File: src/rtl/rf_pkg.sv
// Shared definitions for the register-file writeback path.
// Holds the default register-file geometry, the register index and
// writeback request types, and the requester identifiers used by the
// writeback arbiter. Port summary: none (package only).
package rf_pkg;

  localparam int XLEN   = 32;
  localparam int NREG   = 32;
  localparam int REG_AW = $clog2(NREG);

  typedef logic [REG_AW-1:0] reg_idx_t;

  typedef struct packed {
    reg_idx_t            rd;
    logic [XLEN-1:0]     data;
  } wb_req_t;

  // Requester identity doubles as the bit position in the grant vector.
  typedef enum logic {
    REQ_ALU = 1'b0,
    REQ_LSU = 1'b1
  } req_sel_e;

endpackage

File: src/rtl/rr_arbiter2.sv
// Two-way round-robin arbiter.
// A lone requester is always granted; when both request, the pointer picks
// the winner. The pointer moves to the other requester after every grant,
// and a grant always implies an accepted request because it is only ever
// given to a requester that is asserting req.
// Ports:
//   clk, rstn  - clock, asynchronous active-low reset (pointer -> ALU)
//   req[1:0]   - request vector, bit REQ_ALU / REQ_LSU
//   gnt[1:0]   - one-hot (or zero) grant, combinational from req and pointer
module rr_arbiter2
  import rf_pkg::*;
(
  input  logic       clk,
  input  logic       rstn,
  input  logic [1:0] req,
  output logic [1:0] gnt
);

  req_sel_e ptr;

  always_comb begin
    gnt = req;
    if (req == 2'b11) begin
      gnt = (ptr == REQ_ALU) ? 2'b01 : 2'b10;
    end
  end

  always_ff @(posedge clk or negedge rstn) begin
    if (!rstn) begin
      ptr <= REQ_ALU;
    end else if (gnt[REQ_ALU]) begin
      ptr <= REQ_LSU;
    end else if (gnt[REQ_LSU]) begin
      ptr <= REQ_ALU;
    end
  end

endmodule

File: src/rtl/rf_wb_arbiter.sv
// Register-file writeback arbiter with scoreboard.
// Merges the ALU and load-return writeback channels onto the single
// register-file write port (one write per cycle, one cycle of latency),
// tracks which registers have a write outstanding, and flags protocol
// errors (double issue to a busy register, writeback to an idle one).
// Register 0 is hardwired: writebacks to it are accepted and dropped.
// Ports:
//   clk, rstn                      - clock, asynchronous active-low reset
//   iss_valid, iss_rd              - issued instruction that will write iss_rd
//   alu_valid/ready/rd/data        - ALU writeback request channel
//   lsu_valid/ready/rd/data        - load-return writeback request channel
//   rf_w_en, rf_addr_w, rf_w_data  - register-file write port (registered)
//   busy_mask                      - one bit per register with write pending
//   err                            - sticky protocol-error flag
module rf_wb_arbiter
  import rf_pkg::*;
#(
  parameter  int XLEN   = rf_pkg::XLEN,
  parameter  int NREG   = rf_pkg::NREG,
  localparam int REG_AW = $clog2(NREG)
) (
  input  logic              clk,
  input  logic              rstn,
  input  logic              iss_valid,
  input  logic [REG_AW-1:0] iss_rd,
  input  logic              alu_valid,
  output logic              alu_ready,
  input  logic [REG_AW-1:0] alu_rd,
  input  logic [XLEN-1:0]   alu_data,
  input  logic              lsu_valid,
  output logic              lsu_ready,
  input  logic [REG_AW-1:0] lsu_rd,
  input  logic [XLEN-1:0]   lsu_data,
  output logic              rf_w_en,
  output logic [REG_AW-1:0] rf_addr_w,
  output logic [XLEN-1:0]   rf_w_data,
  output logic [NREG-1:0]   busy_mask,
  output logic              err
);

  logic [1:0]        gnt;
  logic              alu_hs_p0;
  logic              lsu_hs_p0;
  logic [REG_AW-1:0] sel_rd_p0;
  logic [XLEN-1:0]   sel_data_p0;
  logic              vld_p0;
  logic [NREG-1:0]   clr_vec_p0;
  logic [NREG-1:0]   set_vec_p0;
  logic              err_hit_p0;

  logic              vld_p1;
  logic [REG_AW-1:0] addr_p1;
  logic [XLEN-1:0]   data_p1;
  logic [NREG-1:0]   busy_p1;
  logic              err_p1;

  rr_arbiter2 u_arb (
    .clk  (clk),
    .rstn (rstn),
    .req  ({lsu_valid, alu_valid}),
    .gnt  (gnt)
  );

  // ---- p0: handshake, source select, scoreboard update terms ----
  // Readies are gated by reset so nothing can handshake while held in reset.
  assign alu_ready = rstn & gnt[REQ_ALU];
  assign lsu_ready = rstn & gnt[REQ_LSU];
  assign alu_hs_p0 = alu_valid & alu_ready;
  assign lsu_hs_p0 = lsu_valid & lsu_ready;

  assign sel_rd_p0   = lsu_hs_p0 ? lsu_rd   : alu_rd;
  assign sel_data_p0 = lsu_hs_p0 ? lsu_data : alu_data;
  // A write to register 0 completes the handshake but never reaches the file.
  assign vld_p0 = (alu_hs_p0 | lsu_hs_p0) && (sel_rd_p0 != '0);

  // Decoding from index 1 keeps bit 0 permanently clear and ignores any
  // index at or above NREG when NREG is not a power of two.
  always_comb begin
    clr_vec_p0 = '0;
    set_vec_p0 = '0;
    for (int i = 1; i < NREG; i++) begin
      clr_vec_p0[i] = vld_p0 && (sel_rd_p0 == REG_AW'(i));
      set_vec_p0[i] = iss_valid && (iss_rd == REG_AW'(i));
    end
  end

  // Issue to a busy register is legal only if that same register is
  // being released on this edge; writeback must find its bit set.
  assign err_hit_p0 = (|(set_vec_p0 & busy_p1 & ~clr_vec_p0)) |
                      (|(clr_vec_p0 & ~busy_p1));

  // ---- p1: registered write port and scoreboard state ----
  always_ff @(posedge clk or negedge rstn) begin
    if (!rstn) begin
      vld_p1  <= 1'b0;
      addr_p1 <= '0;
      data_p1 <= '0;
      busy_p1 <= '0;
      err_p1  <= 1'b0;
    end else begin
      vld_p1 <= vld_p0;
      if (vld_p0) begin
        addr_p1 <= sel_rd_p0;
        data_p1 <= sel_data_p0;
      end
      // Set after clear so a same-edge issue wins.
      busy_p1 <= (busy_p1 & ~clr_vec_p0) | set_vec_p0;
      err_p1  <= err_p1 | err_hit_p0;
    end
  end

  assign rf_w_en   = vld_p1;
  assign rf_addr_w = addr_p1;
  assign rf_w_data = data_p1;
  assign busy_mask = busy_p1;
  assign err       = err_p1;

endmodule

File: config.mk
export PLATFORM = sky130hd
export DESIGN_NAME = rf_wb_arbiter
export DESIGN_NICKNAME = d
export VERILOG_FILES = /design/src/rtl/rf_pkg.sv /design/src/rtl/rr_arbiter2.sv /design/src/rtl/rf_wb_arbiter.sv
export SDC_FILE = /design/constraint.sdc
export NUM_CORES = 1
export LEC_CHECK = 0
export ABC_CLOCK_PERIOD_IN_PS = 2850
export CAP_MARGIN = 20
export CORE_ASPECT_RATIO = 2
export CORE_MARGIN = 1
export CORE_UTILIZATION = 57
export CTS_CLUSTER_SIZE = 12
export DETAILED_ROUTE_END_ITERATION = 8
export DONT_BUFFER_PORTS = 1
export HOLD_SLACK_MARGIN = 0.05
export PLACE_DENSITY = 0.84
export REMOVE_ABC_BUFFERS = 1
export SLEW_MARGIN = 20
export SYNTH_ARGS = -nofsm -noshare
export SYNTH_HDL_FRONTEND = slang
export SYNTH_SLANG_ARGS = --single-unit
File: constraint.sdc
create_clock -name clk -period 2.85 [get_ports clk]
set_input_delay 0.1425 -clock clk [delete_from_list [all_inputs] [get_ports clk]]
set_output_delay 0.1425 -clock clk [all_outputs]
set_load 0.01 [all_outputs]
==> metrics.txt <==
# TYPE chip_impl_metric gauge
chip_impl_info{name="cp-endpoint",value="err$_DFF_PN0_"} 1
chip_impl_metric{name="timing.final.max_slew_violations",unit=""} 0
chip_impl_metric{name="viasPerCell",unit=""} 7.17
chip_impl_metric{name="synthToLayoutAreaGrowth",unit="%"} 24.8
chip_impl_info{name="yosysTopAreaCell",value="sky130_fd_sc_hd__dfrtp_1"} 1
chip_impl_metric{name="clkPwrFrac",unit="%"} 32.7
chip_impl_metric{name="edff_count_synth",unit=""} 0
chip_impl_metric{name="grt_pass1_vias",unit=""} 5108
chip_impl_metric{name="cts.repair_timing.setup_buffer_count",unit=""} 0
chip_impl_metric{name="cts_buffers",unit=""} 9
chip_impl_metric{name="drive_gt1_share",unit="%"} 8.21
chip_impl_metric{name="synth_xor_area_share",unit="%"} 0
chip_impl_metric{name="maximum_number_of_pins_on_one_net_before_global_route_repair",unit=""} 74
chip_impl_metric{name="wl_per_cell",unit="um"} 25.9
chip_impl_metric{name="register_clock_pin_slew_on_the_reported_worst_setup_and_hold_paths",unit="ps"} 60
chip_impl_info{name="timing.setup.critical_path_class",value="register to register"} 1
chip_impl_metric{name="synth-seq-cells",unit=""} 71
chip_impl_info{name="crit_path_end_kind",value="register"} 1
chip_impl_metric{name="drt_drc_violations_left",unit=""} 0
chip_impl_metric{name="synth_area_per_cell",unit="sq um"} 8.21
chip_impl_metric{name="synthesis.yosys.warnings",unit=""} 0
chip_impl_metric{name="detail_route.wirelength",unit="um"} 17900
chip_impl_metric{name="area_fraction_of_the_dominant_cell_type_after_synthesis",unit="%"} 40.7
chip_impl_info{name="worst_path_max_delay_cell",value="sky130_fd_sc_hd__nor2b_4"} 1
chip_impl_info{name="min-delay-path-class",value="primary input to register"} 1
chip_impl_metric{name="reg2reg_setup_slack",unit="ps"} 150
chip_impl_info{name="synth_top_family_by_area",value="simple AND/OR/NAND/NOR gates"} 1
chip_impl_metric{name="worst-slew-pin-transition",unit="ps"} 699
chip_impl_metric{name="drt-pass1-iter-count",unit=""} 7
chip_impl_metric{name="register_area",unit="sq um"} 1780
chip_impl_info{name="source_of_the_worst_register_to_register_timing_path",value="u_arb.ptr$_DFFE_PN0P_"} 1
chip_impl_metric{name="globalplace.congestion",unit=""} 0.949
chip_impl_metric{name="gr-usage-all-layers",unit="%"} 46.2
chip_impl_metric{name="crit_fanout",unit=""} 24
chip_impl_info{name="status",value="finished, final reports clean"} 1
chip_impl_metric{name="synth-compound-area-share",unit="%"} 24.8
chip_impl_metric{name="synth_simple_gate_area_share",unit="%"} 27.1
chip_impl_metric{name="switching_power_of_the_nets",unit="mW"} 1.17
chip_impl_metric{name="hold_violations",unit=""} 0
chip_impl_info{name="ys_dominant_reg_cell",value="sky130_fd_sc_hd__dfrtp_1"} 1
chip_impl_metric{name="ys_types",unit=""} 63
chip_impl_metric{name="max-vdd-ir-drop",unit="mV"} 0.463
chip_impl_metric{name="power_per_cell_area",unit="nW/um^2"} 616
chip_impl_metric{name="globalRoute.totalOverflow",unit=""} 0
chip_impl_info{name="netlist_top_cells_area",value="sky130_fd_sc_hd__dfrtp_1 41%, sky130_fd_sc_hd__nand2_1 8.6%, sky130_fd_sc_hd__a31oi_1 6.3%"} 1
chip_impl_metric{name="antenna_left",unit=""} 0
chip_impl_info{name="cts_tree",value="done"} 1
chip_impl_metric{name="fin_crit_sh",unit="%"} 94.8
chip_impl_metric{name="cts_h_tree_depth",unit=""} 3
chip_impl_metric{name="start_util",unit="%"} 59.6
chip_impl_metric{name="num_io_pins",unit=""} 157
chip_impl_metric{name="final.setup_skew",unit="ps"} 5.72
chip_impl_metric{name="reg2regPathDepth",unit=""} 9
chip_impl_metric{name="yosys.area_share.adder",unit="%"} 0
chip_impl_metric{name="dieArea",unit="sq um"} 8040
chip_impl_metric{name="route.vias.total",unit=""} 4938
chip_impl_metric{name="fmax",unit="MHz"} 370
chip_impl_metric{name="clock_tree.buffer_depth",unit=""} 2
chip_impl_metric{name="multiplexer_fraction_of_the_synthesized_cell_area",unit="%"} 1.03
chip_impl_metric{name="final-setup-viol-count",unit=""} 0
chip_impl_metric{name="sequential_fraction_of_design_power",unit="%"} 46.8
chip_impl_metric{name="dp_hpwl",unit="um"} 11300
chip_impl_metric{name="port_buffers",unit=""} 0
chip_impl_info{name="rr_endpoint",value="err$_DFF_PN0_"} 1
chip_impl_metric{name="critPathMaxStageDelay",unit="ps"} 480
chip_impl_metric{name="ys_async_sr_fraction",unit="%"} 100
chip_impl_metric{name="cts.sinks",unit=""} 71
chip_impl_info{name="timing.critical_path.cells",value="nor2b_4, nor4_1, a31oi_1, buf_4, o31a_1, nand4_1, nor4_1, o2111a_1, nand4_1"} 1
chip_impl_metric{name="critPathRequiredTime",unit="ps"} 3050
chip_impl_metric{name="share_comb_of_total_power",unit="%"} 20.5
chip_impl_info{name="cts_root_buffer",value="sky130_fd_sc_hd__clkbuf_16"} 1
chip_impl_metric{name="grt_first_pass_wirelength",unit="um"} 27500
chip_impl_metric{name="hold_ws",unit="ps"} 98.9
chip_impl_metric{name="grt_antenna_before_repair",unit=""} 0
chip_impl_info{name="yosys-top-cells-count",value="100 x sky130_fd_sc_hd__nand2_1, 71 x sky130_fd_sc_hd__dfrtp_1, 60 x sky130_fd_sc_hd__nor2_1"} 1
chip_impl_info{name="rsz_0062_raised_after_global_routing",value="no"} 1
chip_impl_info{name="setup.worst_path.start_class",value="register"} 1
chip_impl_metric{name="power.switching_fraction",unit="%"} 35.0
chip_impl_metric{name="die_height",unit="um"} 126
chip_impl_metric{name="dr.first_iter.drc_count",unit=""} 734
chip_impl_metric{name="drv.max_cap_violation_count",unit=""} 0
chip_impl_metric{name="slew-limit-headroom",unit="%"} 52.9
chip_impl_metric{name="worstPathArrival",unit="ps"} 2900
chip_impl_metric{name="core_box_area",unit="sq um"} 7320
chip_impl_metric{name="synthCells",unit=""} 532
chip_impl_metric{name="power.internal",unit="mW"} 2.18
chip_impl_metric{name="netlist_area",unit="sq um"} 4370
chip_impl_metric{name="final_nets",unit=""} 676
chip_impl_info{name="synth.most_common_cell",value="sky130_fd_sc_hd__nand2_1"} 1
chip_impl_metric{name="die_width",unit="um"} 63.9
chip_impl_metric{name="cellLeakagePower",unit="nW"} 2.09
chip_impl_metric{name="num_antenna_cells",unit=""} 0
chip_impl_metric{name="synth_sequential_area_ratio",unit="%"} 40.7
chip_impl_metric{name="multi_input_area",unit="sq um"} 2340
chip_impl_metric{name="floorplan.rows",unit=""} 44
chip_impl_metric{name="count_of_fill_cells_added_during_filler_insertion",unit=""} 496
chip_impl_metric{name="design_power_total",unit="mW"} 3.35
chip_impl_metric{name="clkLatencyLatePin",unit="ps"} 340
chip_impl_info{name="worstSetupStartpoint",value="u_arb.ptr$_DFFE_PN0P_"} 1
chip_impl_metric{name="min_period",unit="ps"} 2700
how the worst min path moves through the flow:
| stage | start | endpoint | cells after the start | slack (ps) |
|---|---|---|---|---|
| 2_1_floorplan | rstn | busy_mask[10]$_DFF_PN0_ | 0 | -150 |
| 3_3_place_gp | rstn | rf_w_data[13]$_DFFE_PN0P_ | 0 | -150 |
| 3_5_place_dp | rstn | rf_w_data[13]$_DFFE_PN0P_ | 0 | -150 |
| 4_1_cts | iss_rd[3] | err$_DFF_PN0_ | 3 | 90 |
| 5_1_grt | iss_rd[3] | err$_DFF_PN0_ | 3 | 90 |
| 6_report | iss_rd[3] | err$_DFF_PN0_ | 3 | 100 |
cell usage in the layout, fill, tap and decap left out, types with 3 or more instances in the layout:
cell type / count
sky130_fd_sc_hd__o32a_1: 4
sky130_fd_sc_hd__nor2b_1: 9
sky130_fd_sc_hd__nand4b_1: 3
sky130_fd_sc_hd__o31ai_1: 4
sky130_fd_sc_hd__o22ai_1: 7
sky130_fd_sc_hd__a31oi_1: 44
sky130_fd_sc_hd__nand2_1: 99
sky130_fd_sc_hd__inv_1: 5
sky130_fd_sc_hd__dlygate4sd3_1: 78
sky130_fd_sc_hd__clkbuf_1: 4
sky130_fd_sc_hd__nand4_1: 8
sky130_fd_sc_hd__o22a_1: 5
sky130_fd_sc_hd__o2111ai_1: 7
sky130_fd_sc_hd__a21oi_1: 6
sky130_fd_sc_hd__o21ai_0: 50
sky130_fd_sc_hd__nand2b_1: 11
sky130_fd_sc_hd__or2_2: 4
sky130_fd_sc_hd__nor4_1: 12
sky130_fd_sc_hd__a41oi_1: 3
sky130_fd_sc_hd__o221ai_1: 3
sky130_fd_sc_hd__o211ai_1: 5
sky130_fd_sc_hd__dfrtp_1: 71
sky130_fd_sc_hd__nor2_1: 60
sky130_fd_sc_hd__clkbuf_16: 9
sky130_fd_sc_hd__nor3_1: 15
sky130_fd_sc_hd__nor3b_1: 3
sky130_fd_sc_hd__nand3_1: 8
sky130_fd_sc_hd__nor4b_1: 3
sky130_fd_sc_hd__buf_4: 11
logic make-up after synthesis:
logic type,Yosys count
flip-flops,71
other,1
AND/OR/NAND/NOR,250
AO/OA/AOI/OAI,160
multiplexers,3
buffers and inverters,47
power groups by stage:
stage	combinational [mW]	sequential [mW]	clock, mW
after floorplan	0.394	1.47	0
after global placement	0.513	1.56	0
after detailed placement	0.524	1.57	0
after CTS	0.640	1.55	1.09
after global routing	0.752	1.58	1.15
final	0.687	1.57	1.10
sequential cells by signal (all words and copies together), names as in the netlist:
| register | flops |
|---|---|
| rf_w_en | 1 |
| busy_mask | 31 |
| rf_addr_w | 5 |
| err | 1 |
| rf_w_data | 32 |
| u_arb.ptr | 1 |
layout make-up:
cell class / instances / area share, %
Inverter: 5 / 0.345
Timing Repair Buffer: 91 / 16.7
Sequential cell: 71 / 32.6
Clock inverter: 3 / 0.804
Multi-Input combinational cell: 414 / 43.0
Clock buffer: 13 / 4.41
Tap cell: 92 / 2.11
timing repair:
item,4_1_cts,5_1_grt
setup endpoints to repair,0,32
resized for setup,0,4
hold buffers,79,0
endpoints found under the hold margin,111,0
critical path: cells and delay by family, from the launching register on:
kind	cells	cell delay [ps]
buf+inv	1	210
flops	1	430
simple gates	5	1230
compound gates	3	690
per-layer routing:
layer | global-route usage [%] | share of wire, % | up-vias
met4 | 42.2 | 10 | 0
li1 | - | - | 2058
met1 | 43.1 | 30 | 2275
met2 | 77.8 | 49 | 449
met5 | 0 | 0 | -
met3 | 14.2 | 11 | 156
metrics by stage:
step | setup WS (ps) | TNS [ps] | std cells | area, sq um | util (%)
final | 147 | 0 | 689 | 5450 | 74.4
after global routing | 72.1 | 0 | 689 | 5450 | 74.4
after CTS | 177 | 0 | 689 | 5420 | 74.1
after detailed placement | 190 | 0 | 594 | 4330 | 59.1
after global placement | 215 | 0 | 594 | 4330 | 59.1
after floorplan | -181 | -6590 | 490 | 4110 | -
No activity file was read; power rests on OpenSTA's default activity.
